## src/rtl/ahb_img_buffer_slave.sv

```systemverilog
// ahb_img_buffer_slave
// AHB-Lite slave that collects raster-order pixels into two line buffers plus a
// two-column history, and hands every complete 3x3 neighbourhood to the
// convolution stage over a valid/ready handshake.
// Optional feature macro: IMGBUF_STALL_EN
//   defined   : a window-producing pixel is held off with wait states while the
//               previous window is still unaccepted.
//   undefined : HREADYOUT stays 1; an unaccepted window is overwritten and the
//               sticky overflow flag is set.

module ahb_img_buffer_slave #(
   parameter int IMG_WIDTH  = 16,
   parameter int IMG_HEIGHT = 16,
   parameter int PIX_W      = 8
) (
   input  logic                 HCLK,
   input  logic                 HRESETn,
   input  logic                 HSEL,
   input  logic [31:0]          HADDR,
   input  logic [1:0]           HTRANS,
   input  logic                 HWRITE,
   input  logic [31:0]          HWDATA,
   input  logic                 HREADY,
   output logic [31:0]          HRDATA,
   output logic                 HREADYOUT,
   output logic                 HRESP,
   output logic [9*PIX_W-1:0]   win_pix,
   output logic                 win_valid,
   input  logic                 win_ready,
   output logic                 frame_done
);

   localparam int AW = (IMG_WIDTH > 1) ? $clog2(IMG_WIDTH) : 1;
   localparam int CB = 3 * PIX_W;
   localparam logic [4:0] LAST_COL = 5'(IMG_WIDTH - 1);
   localparam logic [4:0] LAST_ROW = 5'(IMG_HEIGHT - 1);

   typedef enum logic [1:0] {
      IDLE   = 2'd0,
      FILL   = 2'd1,
      STREAM = 2'd2,
      DONE   = 2'd3
   } state_t;

   state_t state;
   state_t state_next;

   logic [4:0] col;
   logic [4:0] row;
   logic       overflow;

   logic       dp_valid;
   logic       dp_write;
   logic [1:0] dp_addr;

   // Line buffers: line_top holds the row two above the current one,
   // line_mid the row directly above.
   logic [PIX_W-1:0] line_top [IMG_WIDTH];
   logic [PIX_W-1:0] line_mid [IMG_WIDTH];

   // Two most recent columns, each packed {top, mid, bottom}.
   logic [CB-1:0] hist_l;
   logic [CB-1:0] hist_r;

   logic [AW-1:0]      col_idx;
   logic [PIX_W-1:0]   new_pix;
   logic [CB-1:0]      new_col;
   logic [9*PIX_W-1:0] new_window;
   logic               frame_active;
   logic               pix_req;
   logic               win_cand;
   logic               stall;
   logic               pix_wr;
   logic               win_new;
   logic               ctrl_start;
   logic               at_last_col;
   logic               at_last_pix;
   logic [1:0]         state_bits;
   logic [31:0]        status_word;
   logic               unused_bits;

   assign unused_bits = ^{HADDR[31:4], HADDR[1:0], HWDATA[31:PIX_W]};

   assign col_idx      = col[AW-1:0];
   assign new_pix      = HWDATA[PIX_W-1:0];
   assign new_col      = {line_top[col_idx], line_mid[col_idx], new_pix};
   assign frame_active = (state == FILL) || (state == STREAM);
   assign pix_req      = dp_valid & dp_write & (dp_addr == 2'd0) & frame_active;
   assign win_cand     = pix_req & (row >= 5'd2) & (col >= 5'd2);
   assign at_last_col  = (col == LAST_COL);
   assign at_last_pix  = at_last_col & (row == LAST_ROW);

`ifdef IMGBUF_STALL_EN
   assign stall = win_cand & win_valid & ~win_ready;
`else
   assign stall = 1'b0;
`endif

   assign pix_wr     = pix_req & ~stall;
   assign win_new    = win_cand & ~stall;
   assign ctrl_start = dp_valid & ~stall & dp_write & (dp_addr == 2'd1) & HWDATA[0];

   // Row-major window, top-left pixel in the MSBs: oldest column on the left.
   assign new_window = {hist_l[CB-1 -: PIX_W], hist_r[CB-1 -: PIX_W], new_col[CB-1 -: PIX_W],
                        hist_l[2*PIX_W-1 -: PIX_W], hist_r[2*PIX_W-1 -: PIX_W], new_col[2*PIX_W-1 -: PIX_W],
                        hist_l[PIX_W-1:0], hist_r[PIX_W-1:0], new_col[PIX_W-1:0]};

   assign state_bits  = state;
   assign status_word = {19'b0, overflow, state_bits, row, col};

   assign HREADYOUT = ~stall;
   assign HRESP     = 1'b0;
   assign HRDATA    = (dp_valid & ~dp_write & (dp_addr == 2'd2)) ? status_word : 32'd0;

   // Capture the address phase; it is held while the bus is not ready so a
   // stalled data phase keeps its own transfer attributes.
   always_ff @(posedge HCLK or negedge HRESETn) begin
      if (!HRESETn) begin
         dp_valid <= 1'b0;
         dp_write <= 1'b0;
         dp_addr  <= 2'd0;
      end else if (HREADY) begin
         dp_valid <= HSEL & HTRANS[1];
         dp_write <= HWRITE;
         dp_addr  <= HADDR[3:2];
      end
   end

   // Frame-sequencing state register.
   always_ff @(posedge HCLK or negedge HRESETn) begin
      if (!HRESETn) begin
         state <= IDLE;
      end else begin
         state <= state_next;
      end
   end

   // Next-state logic: frame_start always restarts filling, pixels advance it.
   always_comb begin
      state_next = state;
      if (ctrl_start) begin
         state_next = FILL;
      end else if (pix_wr) begin
         case (state)
            FILL:    if (at_last_col && (row == 5'd1)) state_next = STREAM;
            STREAM:  if (at_last_pix) state_next = DONE;
            default: state_next = state;
         endcase
      end
   end

   // Raster position of the next pixel to be accepted.
   always_ff @(posedge HCLK or negedge HRESETn) begin
      if (!HRESETn) begin
         col <= 5'd0;
         row <= 5'd0;
      end else if (ctrl_start) begin
         col <= 5'd0;
         row <= 5'd0;
      end else if (pix_wr) begin
         if (at_last_col) begin
            col <= 5'd0;
            row <= row + 5'd1;
         end else begin
            col <= col + 5'd1;
         end
      end
   end

   // Line buffers age by one row at the current column; contents are not reset
   // because the first two rows of every frame rewrite them before use.
   always_ff @(posedge HCLK) begin
      if (pix_wr) begin
         line_top[col_idx] <= line_mid[col_idx];
         line_mid[col_idx] <= new_pix;
      end
   end

   // Column history feeding the left two columns of the next window.
   always_ff @(posedge HCLK or negedge HRESETn) begin
      if (!HRESETn) begin
         hist_l <= '0;
         hist_r <= '0;
      end else if (pix_wr) begin
         hist_l <= hist_r;
         hist_r <= new_col;
      end
   end

   // Window handshake: load a new window, retire an accepted one, flag overwrites.
   always_ff @(posedge HCLK or negedge HRESETn) begin
      if (!HRESETn) begin
         win_pix    <= '0;
         win_valid  <= 1'b0;
         frame_done <= 1'b0;
         overflow   <= 1'b0;
      end else begin
         frame_done <= 1'b0;
         if (ctrl_start) begin
            win_valid <= 1'b0;
            overflow  <= 1'b0;
         end else if (win_new) begin
            win_pix    <= new_window;
            win_valid  <= 1'b1;
            frame_done <= at_last_pix;
`ifndef IMGBUF_STALL_EN
            if (win_valid && !win_ready) overflow <= 1'b1;
`endif
         end else if (win_ready) begin
            win_valid <= 1'b0;
         end
      end
   end

endmodule

```

## config.mk

```make
export PLATFORM = sky130hd
export DESIGN_NAME = ahb_img_buffer_slave
export DESIGN_NICKNAME = d
export VERILOG_FILES = /design/src/rtl/ahb_img_buffer_slave.sv
export SDC_FILE = /design/constraint.sdc
export NUM_CORES = 1
export LEC_CHECK = 0
export BUFFER_PORTS_ARGS = -buffer_cell sky130_fd_sc_hd__buf_4
export CAP_MARGIN = 20
export CORE_ASPECT_RATIO = 1.75
export CORE_MARGIN = 2
export CORE_UTILIZATION = 58
export DETAILED_ROUTE_END_ITERATION = 7
export PLACE_DENSITY = 0.79
export SKIP_CTS_REPAIR_TIMING = 1
export SLEW_MARGIN = 20
export SYNTH_ARGS = -nofsm -noshare
export SYNTH_HDL_FRONTEND = slang
export SYNTH_SLANG_ARGS = --single-unit
```

## constraint.sdc

```tcl
create_clock -name HCLK -period 3.8 [get_ports HCLK]
set_clock_uncertainty 0.15 [all_clocks]
set_input_delay 0.38 -clock HCLK [delete_from_list [all_inputs] [get_ports HCLK]]
set_output_delay 0.38 -clock HCLK [all_outputs]
set_load 0.01 [all_outputs]
```

==> reports/results.tsv, run 1 <==
stage	metric	value	unit
outcome	result of the run	complete, no violations	
yosys	number of synthesized flops with an enable pin	256	
place	count of input and output buffers	103	
floorplan	total I/O pin count	180	
grt	number of global-route vias before repair	8794	
routing	Routed Wire Length	33.4	mm
layout	Syn-to-layout area delta	15.1	%
sta	# setup viols final	0	
layout	final cell count without fillers	1470	
yosys	post-synthesis cell type with the largest combined area	edfxtp_1	
min_path	Hold Path Depth	1	
clock_network	CTS tree	built	
yosys	number of distinct library cells after synthesis	51	
floorplan	width of the die	128	um
grt	total global-route track usage	23.7	%
floorplan	area of the placeable core	26600	um2
sta	share of the clock period used by the worst path after layout	84.4	%
sta	RSZ-0062 raised after global routing	false	
setup_path	Critical Path AT	3.51	ns
floorplan	number of core rows	79	
clock_network	number of CTS-inserted buffers	31	
setup_path	count of cells along the worst register-to-register path	7	
layout	number of nets in the final layout	1205	
sta	min Tclk post-route	3.21	ns
place	Detail Placement HPWL	21.1	mm
routing	Initial DRT Pass Iterations	7	
place	placer congestion estimate	0.825	
sta	Final TNS setup	0	ns
layout	layout cells sized above 1	27.2	%
layout	Finished Core Util	68.1	%
grt	antenna violations before repair	0	
min_path	start point of the worst min-delay path	HWDATA[2]	
grt	global-route wire length before repair	50.5	mm
place	total placed cells including tap cells	1402	
clock_network	buffer depth of the longest clock path	3	
sta	worst-margin pin slew	1.14	ns
setup_path	worst endpoint required time	4.10	ns
clock_network	Clk pin slew, worst setup/hold paths	0.07	ns
yosys	most frequent cells after synthesis	edfxtp_1 (256), dfrtp_1 (139), nand2_1 (118), mux2i_1 (108), mux2_2 (71)	
grt	remaining global-route overflow	0	
setup_path	type of origin of the critical path	flop	
yosys	per-instance average area after synthesis	16.1	um2
routing	wire per inst	22.7	um
setup_path	maximum fanout along the worst path	45	
clock_network	number of H-tree levels	1	
sta	final hold violation count	0	
power	leak pwr	7.33	nW
routing	per-cell via count in the routed design	5.91	
yosys	ys async rst share	35.2	%
setup_path	endpoint of the lowest-slack register-to-register path	win_pix[7]$_DFFE_PN0P_	
grt	largest net degree at the start of global routing	89	
sta	smallest hold slack	0.00663	ns
setup_path	Reg-to-Reg Start	col[0]$_DFFE_PN0P_	
yosys	prevailing post-synth register cell	edfxtp_1	
flow_run	MaxCap Viol Count	0	
routing	DRC marker count from the first detailed-route iteration	579	
power	power density cells	733	nW/um2
min_path	endpoint with the worst hold slack	line_mid[14][2]$_DFFE_PP_	
sta	Final Slew Violations	0	
yosys	sequential area share after synthesis	71.0	%
sta	tightest slew margin relative to the limit	24.2	%
clock_network	library cell used as clock root buffer	clkbuf_16	
setup_path	register-to-register setup slack	0.59	ns
min_path	Worst Hold Class	primary input to flop	
sta	Peak Freq	312	MHz
setup_path	worst setup path class	flop to flop	
layout	diode insertion count for antenna repair	0	
yosys	post-synthesis cell area	15700	um2
clock_network	clock sink total	395	
yosys	most frequent cell after synthesis	edfxtp_1	
floorplan	die extent in y	222	um
routing	antenna violation net count after detailed routing	0	
yosys	number of cells produced by synthesis	977	
floorplan	effective utilization at floorplan	59.2	%
yosys	top cell type's share of synthesized area	48.9	%
setup_path	critical path endpoint category	flop	
routing	post-detailed-route DRC marker count	0	
floorplan	total die area	28500	um2
power	worst-case vdd ir drop	0.451	mV
yosys	number of synthesized register bits	395	
routing	via count	8687	
yosys	Synth area leaders	edfxtp_1 (49%), dfrtp_1 (22%), mux2i_1 (6.9%), mux2_2 (5.1%), mux4_2 (3.4%)	
yosys	YS warnings	0	
clock_network	latest clock arrival within the worst-skew pair	0.57	ns
-- where the power goes --
group / switching [mW] / total (mW) / internal (mW)
Clock: 1.41 / 3.18 / 1.76
Combinational: 2.19 / 3.94 / 1.75
Sequential: 0.516 / 6.15 / 5.63
-- area by class of cell --
type,count,area (um2)
fillers,1677,8490
multi-input cells,505,4140
clock inverters,19,195
repair buffers,162,1290
clock buffers,37,798
well taps,324,405
flip-flops and latches,395,11200
inverters,28,105
-- logic make-up (layout without fill, tap and decap cells) --
group,Yosys count,count (layout),share of synthesized area (%)
XOR/XNOR,4,4,0.223
AND/OR/NAND/NOR,203,203,6.60
multiplexers,203,203,15.4
adder cells (fa/ha/maj),10,10,0.796
other,2,21,0.0478
flip-flops,395,395,71.0
buffers and inverters,96,246,3.48
AO/OA/AOI/OAI,64,64,2.47
-- placed cells by master (no fill, tap or decap), types with 3 or more instances in the layout --
cell,instances
nor2b_1,3
ha_1,10
nor3_2,4
and2_1,13
nor3_1,4
edfxtp_1,256
inv_1,27
mux2_2,71
a21oi_1,4
dlygate4sd3_1,12
o22ai_1,40
nand2_1,117
o21ai_0,12
mux2i_1,107
dfrtp_1,137
nor4_2,4
clkbuf_16,31
buf_12,3
clkbuf_1,6
buf_4,146
clkinv_1,9
and3_1,11
nor4_1,7
bufinv_16,4
conb_1,21
nand3_1,5
mux4_2,24
clkinvlp_4,4
nor2_1,13
-- flip-flops by register name, summed over array words and instances, names as in the netlist --
| signal | cells |
|---|---|
| frame_done | 1 |
| dp_write | 1 |
| dp_valid | 1 |
| col | 5 |
| win_pix | 72 |
| state | 2 |
| line_top | 128 |
| line_mid | 128 |
| overflow | 1 |
| hist_r | 24 |
| win_valid | 1 |
| hist_l | 24 |
| row | 5 |
| dp_addr | 2 |
-- worst max path at each step --
stage                         startpoint                        end  cells past startpoint
finish                col[0]$_DFFE_PN0P_     win_pix[7]$_DFFE_PN0P_                      7
global route          col[0]$_DFFE_PN0P_     win_pix[6]$_DFFE_PN0P_                      7
CTS                   col[0]$_DFFE_PN0P_     win_pix[4]$_DFFE_PN0P_                      7
detailed placement    col[0]$_DFFE_PN0P_     win_pix[7]$_DFFE_PN0P_                      7
global placement      col[0]$_DFFE_PN0P_     win_pix[3]$_DFFE_PN0P_                      7
floorplan           state[0]$_DFFE_PN0P_  line_mid[12][0]$_DFFE_PP_                      7
-- stage by stage --
| stage | worst slack, ns | power, mW | area, um2 |
|---|---|---|---|
| finish | 0.592 | 13.3 | 18100 |
| global route | 0.390 | 13.8 | 18100 |
| CTS | 0.615 | 13.3 | 18000 |
| detailed placement | 0.703 | 10.1 | 17000 |
| global placement | 0.778 | 9.99 | 17000 |
| floorplan | 0.761 | 8.50 | 15800 |
-- layer usage --
metal  vias up  part of all wire, %  track usage, %
li1       3857                    -               -
met1      4396                   37            28.8
met2       337                   53            42.2
met3        97                  5.4            2.85
met4         0                  4.3            9.96
met5         -                    0               0
-- critical path, cell delays in order, from the launching register on --
cell and delay (ns):
dfrtp_1 0.77, inv_1 0.29, ha_1 0.33, nor3_1 0.20, nand2_1 0.18, nand3_4 0.43
buf_12 0.31, mux2_2 0.38
No activity file was read; power rests on OpenSTA's default activity.
==> run 2: changes to the inputs <==
- ABC_AREA: not set -> 1
- CORE_UTILIZATION: 58 -> 59
- PLACE_DENSITY: 0.79 -> 0.8
- clock period: 3.8 -> 3.34 ns (I/O delays scaled with it)
==> run 2 against run 1 <==
Compared with the run above: power is 8.3% higher; register-to-register slack improved by 0.15 ns; sequential share of layout area shrank 4.0 points; critical path type unchanged; highest routed layer unchanged.
==> reports/results.tsv, run 2 <==
stage	metric	value	unit
outcome	result of the run	complete, no violations	
sta	tightest slew margin relative to the limit	36.4	%
yosys	YS warnings	0	
yosys	prevailing post-synth register cell	edfxtp_1	
routing	antenna violation net count after detailed routing	0	
sta	share of the clock period used by the worst path after layout	77.8	%
yosys	post-synthesis cell type with the largest combined area	edfxtp_1	
routing	Routed Wire Length	35.9	mm
setup_path	type of origin of the critical path	flop	
yosys	ys async rst share	35.2	%
routing	via count	11800	
layout	Regs by FF count	line_mid (128), line_top (128), win_pix (72)	
sta	Final TNS setup	0	ns
clock_network	clock sink total	395	
layout	layout cells sized above 1	11.5	%
floorplan	die extent in y	228	um
yosys	sequential area share after synthesis	65.9	%
yosys	post-synthesis cell area	16900	um2
clock_network	buffer depth of the longest clock path	3	
layout	leading cell type in the layout, fill and taps excluded	nand2_1	
clock_network	number of CTS-inserted buffers	34	
place	placer congestion estimate	0.850	
floorplan	total die area	30100	um2
place	Worst Setup Slack post-DPL	0.776	ns
setup_path	worst setup path class	flop to flop	
clock_network	CTS tree	built	
layout	most frequent cells in the layout	nand2_1 (671), inv_1 (275), edfxtp_1 (256)	
grt	remaining global-route overflow	0	
yosys	Synth area leaders	edfxtp_1 (45%), dfrtp_1 (21%), nand2_1 (15%), inv_1 (6.1%), nand3_1 (3.0%)	
flow_run	MaxCap Viol Count	0	
layout	number of fill cells in the layout	1999	
sta	minimum setup slack in the final design	0.740	ns
yosys	top cell type's share of synthesized area	45.4	%
setup_path	Critical Path AT	2.53	ns
sta	RSZ-0062 raised after global routing	false	
min_path	Worst Hold Class	primary input to flop	
grt	number of global-route vias before repair	11800	
grt	global-route wire length before repair	57.2	mm
yosys	per-instance average area after synthesis	9.60	um2
clock_network	latest clock arrival within the worst-skew pair	0.53	ns
floorplan	area of the placeable core	28400	um2
floorplan	effective utilization at floorplan	59.6	%
grt	antenna violations before repair	1	
clock_network	library cell used as clock root buffer	clkbuf_16	
sta	worst-margin pin slew	0.953	ns
setup_path	worst endpoint required time	3.27	ns
grt	largest net degree at the start of global routing	134	
floorplan	number of core rows	82	
routing	post-detailed-route DRC marker count	0	
sta	min Tclk post-route	2.60	ns
place	count of input and output buffers	103	
routing	Initial DRT Pass Iterations	7	
routing	wire per inst	15.7	um
routing	per-cell via count in the routed design	5.14	
power	worst-case vdd ir drop	0.438	mV
sta	Final Slew Violations	0	
floorplan	width of the die	132	um
setup_path	critical path endpoint category	flop	
routing	DRC marker count from the first detailed-route iteration	842	
layout	footprint of the flip-flops and latches	11200	um2
grt	total global-route track usage	23.9	%
place	Detail Placement HPWL	23.4	mm
yosys	number of synthesized flops with an enable pin	256	
sta	final hold violation count	0	
sta	Peak Freq	385	MHz
yosys	number of cells produced by synthesis	1763	
yosys	most frequent cell after synthesis	nand2_1	
sta	# setup viols final	0	
yosys	number of synthesized register bits	395	
yosys	most frequent cells after synthesis	nand2_1 (672), inv_1 (275), edfxtp_1 (256), dfrtp_1 (139), nand3_1 (101)	
clock_network	number of H-tree levels	2	
yosys	number of distinct library cells after synthesis	30	
layout	Syn-to-layout area delta	14.4	%
layout	area occupied by multi-input gates	4280	um2
layout	number of nets in the final layout	1966	
setup_path	maximum fanout along the worst path	25	
floorplan	total I/O pin count	180	
power	power density cells	742	nW/um2
clock_network	Clk pin slew, worst setup/hold paths	0.07	ns
power	leak pwr	9.43	nW
## run 2: per-layer routing
metal / vias to the layer above / track usage [%] / routed length, um
met3: 124 / 2.87 / 2080
met2: 468 / 43.6 / 19000
met4: 0 / 13.8 / 1860
met1: 5460 / 26.7 / 13000
li1: 5699 / - / -
met5: - / 0 / 0
## run 2: cell type report
class | count | share of cell area [%]
Tap cell | 378 | 2.44
Clock buffer | 43 | 4.78
Timing Repair Buffer | 159 | 6.48
Clock inverter | 18 | 1.04
Antenna cell | 1 | 0.0129
Multi-Input combinational cell | 1013 | 22.1
Sequential cell | 395 | 57.7
Inverter | 281 | 5.46
## run 2: cell families (layout without fill, tap and decap cells)
family / after synthesis / after routing / synth area share (%)
buffers and inverters: 374 / 501 / 9.28
and+or+nand+nor: 868 / 868 / 20.5
adders and majority gates: 10 / 10 / 0.739
DFF: 395 / 395 / 65.9
muxes: 1 / 1 / 0.0665
AOI/OAI and AO/OA: 112 / 112 / 3.40
other: 2 / 22 / 0.0444
xor gates and xnor gates: 1 / 1 / 0.0517
## run 2: where the power goes
| group | leakage [nW] | internal (mW) | switching [mW] |
|---|---|---|---|
| Clock | 0.552 | 2.29 | 1.68 |
| Sequential | 4.11 | 6.11 | 0.362 |
| Combinational | 4.77 | 1.31 | 2.61 |
## run 2: per-stage QoR
stage / cells / area, um2 / utilization, % / power (mW) / hold WS (ns)
after global placement: 2213 / 18100 / 63.7 / 10.2 / 0.227
after CTS: 2274 / 19200 / 67.7 / 14.4 / -0.324
after detailed placement: 2213 / 18100 / 63.7 / 10.4 / 0.230
after global routing: 2288 / 19400 / 68.1 / 15.1 / 0.00621
after floorplan: 1782 / 17000 / - / 8.97 / -0.112
final: 2288 / 19400 / 68.1 / 14.4 / 0.0116
## run 2: worst max-delay path: stages (launching register included)
cell and delay [ns]:
dfrtp_2 0.59, inv_2 0.31, buf_4 0.33, nand3_1 0.11, nand2_1 0.07, nand2_1 0.11, nand4_1 0.47
## run 2: worst paths after layout
| check | depth (start not counted) | from | to | slack, ns |
|---|---|---|---|---|
| setup / recovery | 6 | col[1]$_DFFE_PN0P_ | line_top[0][7]$_DFFE_PP_ | 0.74 |
| hold / removal | 1 | HWDATA[7] | line_mid[12][7]$_DFFE_PP_ | 0.01 |
| setup reg to reg | 6 | col[1]$_DFFE_PN0P_ | line_top[0][7]$_DFFE_PP_ | 0.74 |
| hold reg to reg | 2 | hist_l[21]$_DFFE_PN0P_ | win_pix[69]$_DFFE_PN0P_ | 0.31 |
| max in group asynchronous | 3 | HRESETn | col[0]$_DFFE_PN0P_ | 2.00 |
| min in group asynchronous | 2 | HRESETn | win_pix[20]$_DFFE_PN0P_ | 0.23 |
==> run 3: changes to the inputs <==
- CORE_UTILIZATION: 59 -> 53
- PLACE_DENSITY: 0.8 -> 0.76
- clock period: 3.34 -> 2.08 ns (I/O delays scaled with it)
==> run 3 against run 2 <==
Compared with the run above: the run now ends with setup timing left; highest routed layer unchanged; maximum frequency rose by 19%; first-iteration DRC count rose by 5.9%; non-clock buffer count rose by 76; largest power group unchanged; largest cell class unchanged.
==> reports/results.tsv, run 3 (synthesis results as in run 2) <==
stage	metric	value	unit
layout	Syn-to-layout area delta	23.0	%
grt	number of global-route vias before repair	12000	
sta	Peak Freq	459	MHz
sta	final hold violation count	0	
clock_network	number of CTS-inserted buffers	35	
floorplan	total die area	33500	um2
setup_path	number of buffer and inverter stages on the critical path	5	
routing	Initial DRT Pass Iterations	7	
grt	global-route wire length before repair	61.8	mm
grt	remaining global-route overflow	0	
place	count of input and output buffers	103	
grt	largest net degree at the start of global routing	63	
place	placer congestion estimate	0.919	
routing	per-cell via count in the routed design	5.20	
setup_path	critical path endpoint category	flop	
setup_path	sequence of cells on the critical path	inv_2, ha_4, nor2_4, nand2_2, clkinv_4, buf_12, nand2_4, buf_12, nor2_4, clkbuf_16	
layout	leading cell type in the layout, fill and taps excluded	nand2_1	
routing	Routed Wire Length	41.5	mm
sta	RSZ-0062 raised after global routing	true	
layout	Finished Core Util	66.1	%
clock_network	latest clock arrival within the worst-skew pair	0.54	ns
outcome	violated checks	setup timing	
layout	number of nets in the final layout	2044	
setup_path	Critical Path AT	2.28	ns
sta	share of the clock period used by the worst path after layout	105	%
floorplan	width of the die	139	um
clock_network	Clk pin slew, worst setup/hold paths	0.07	ns
grt	antenna violations before repair	0	
sta	Final TNS setup	-4.61	ns
clock_network	CTS tree	built	
layout	layout cells sized above 1	15.8	%
setup_path	worst setup path class	flop to flop	
layout	most frequent cells in the layout	nand2_1 (667), inv_1 (274), edfxtp_1 (256)	
sta	worst-margin pin slew	0.596	ns
place	Detail Placement HPWL	26.1	mm
place	Worst Setup Slack post-DPL	-0.0456	ns
sta	min Tclk post-route	2.18	ns
setup_path	stage delay of the slowest cell on the critical path	0.41	ns
outcome	result of the run	finished, violations left	
setup_path	type of origin of the critical path	flop	
setup_path	worst-path cell with the longest stage delay	dfrtp_1	
setup_path	worst endpoint required time	2.18	ns
floorplan	effective utilization at floorplan	53.7	%
min_path	Worst Hold Class	primary input to async pin	
power	worst-case vdd ir drop	0.912	mV
floorplan	number of core rows	86	
layout	Regs by FF count	line_mid (128), line_top (128), win_pix (72)	
clock_network	buffer depth of the longest clock path	3	
floorplan	area of the placeable core	31500	um2
sta	minimum setup slack in the final design	-0.0980	ns
clock_network	library cell used as clock root buffer	clkbuf_16	
grt	total global-route track usage	23.6	%
setup_path	maximum fanout along the worst path	5	
routing	wire per inst	17.4	um
routing	via count	12400	
sta	Final Slew Violations	0	
clock_network	number of H-tree levels	2	
clock_network	clock sink total	395	
floorplan	total I/O pin count	180	
sta	# setup viols final	88	
sta	tightest slew margin relative to the limit	60.3	%
floorplan	die extent in y	240	um
layout	diode insertion count for antenna repair	0	
routing	DRC marker count from the first detailed-route iteration	892	
routing	post-detailed-route DRC marker count	0	
flow_run	MaxCap Viol Count	0	
routing	antenna violation net count after detailed routing	0	
power	power density cells	1190	nW/um2
setup_path	kind of cell with the highest combined delay on the critical path	buffers and inverters	
power	leak pwr	10.0	nW
layout	number of fill cells in the layout	2212	
[run 3: cell types whose count changed in the layout (fill, tap and decap cells not counted), sizes merged]
cell / delta
clkbuf: +13
diode: -1
clkinv: -1
o21ai: +1
buf: +63
inv: -4
clkinvlp: -2
dlygate4sd3: +7
[run 3: area by class of cell]
type	instances	area, um2	share of cell area (%)
sequential	395	11200	53.6
multi-input combinational	1014	4480	21.5
timing repair buffer	235	2440	11.7
inverter	281	1070	5.14
clock buffer	50	1030	4.94
tap	396	495	2.38
clock inverter	11	153	0.733
[run 3: power by group]
part	total, mW	internal [mW]	switching [mW]
registers	10.4	9.81	0.578
logic	7.58	2.85	4.74
clock network	6.72	3.95	2.77
total	24.7	16.6	8.09
[run 3: metrics by stage]
stage                     area, um2  hold WS [ns]  cells  power [mW]
after global routing          20800         0.135   2382        25.9
after detailed placement      19000        0.0818   2283        17.4
after floorplan               17100        -0.238   1782        14.4
after CTS                     20200        -0.482   2344        24.2
final                         20800        0.0503   2382        24.7
after global placement        19000        0.0731   2283        17.2
[run 3: layer usage]
layer  vias up  global-route usage, %  wire length (um)  part of all wire, %
met3       131                   3.25              2150                  5.2
li1       5877                      -                 -                    -
met2       459                   44.1             22100                   53
met4         0                   11.9              2070                  5.0
met1      5919                   26.0             15100                   36
met5         -                      0                 0                    0
[run 3: path summary, 6_finish.rpt]
kind | from | endpoint | slack [ns] | depth (start not counted)
max in group asynchronous | HRESETn | hist_r[13]$_DFFE_PN0P_ | 1.09 | 3
min in group HCLK | hist_l[5]$_DFFE_PN0P_ | win_pix[21]$_DFFE_PN0P_ | 0.32 | 2
worst max-delay path | state[0]$_DFFE_PN0P_ | line_top[0][6]$_DFFE_PP_ | -0.1 | 10
worst min-delay path | HRESETn | win_pix[4]$_DFFE_PN0P_ | 0.05 | 2
worst min register to register | hist_l[5]$_DFFE_PN0P_ | win_pix[21]$_DFFE_PN0P_ | 0.32 | 2
worst max register to register | state[0]$_DFFE_PN0P_ | line_top[0][6]$_DFFE_PP_ | -0.1 | 10
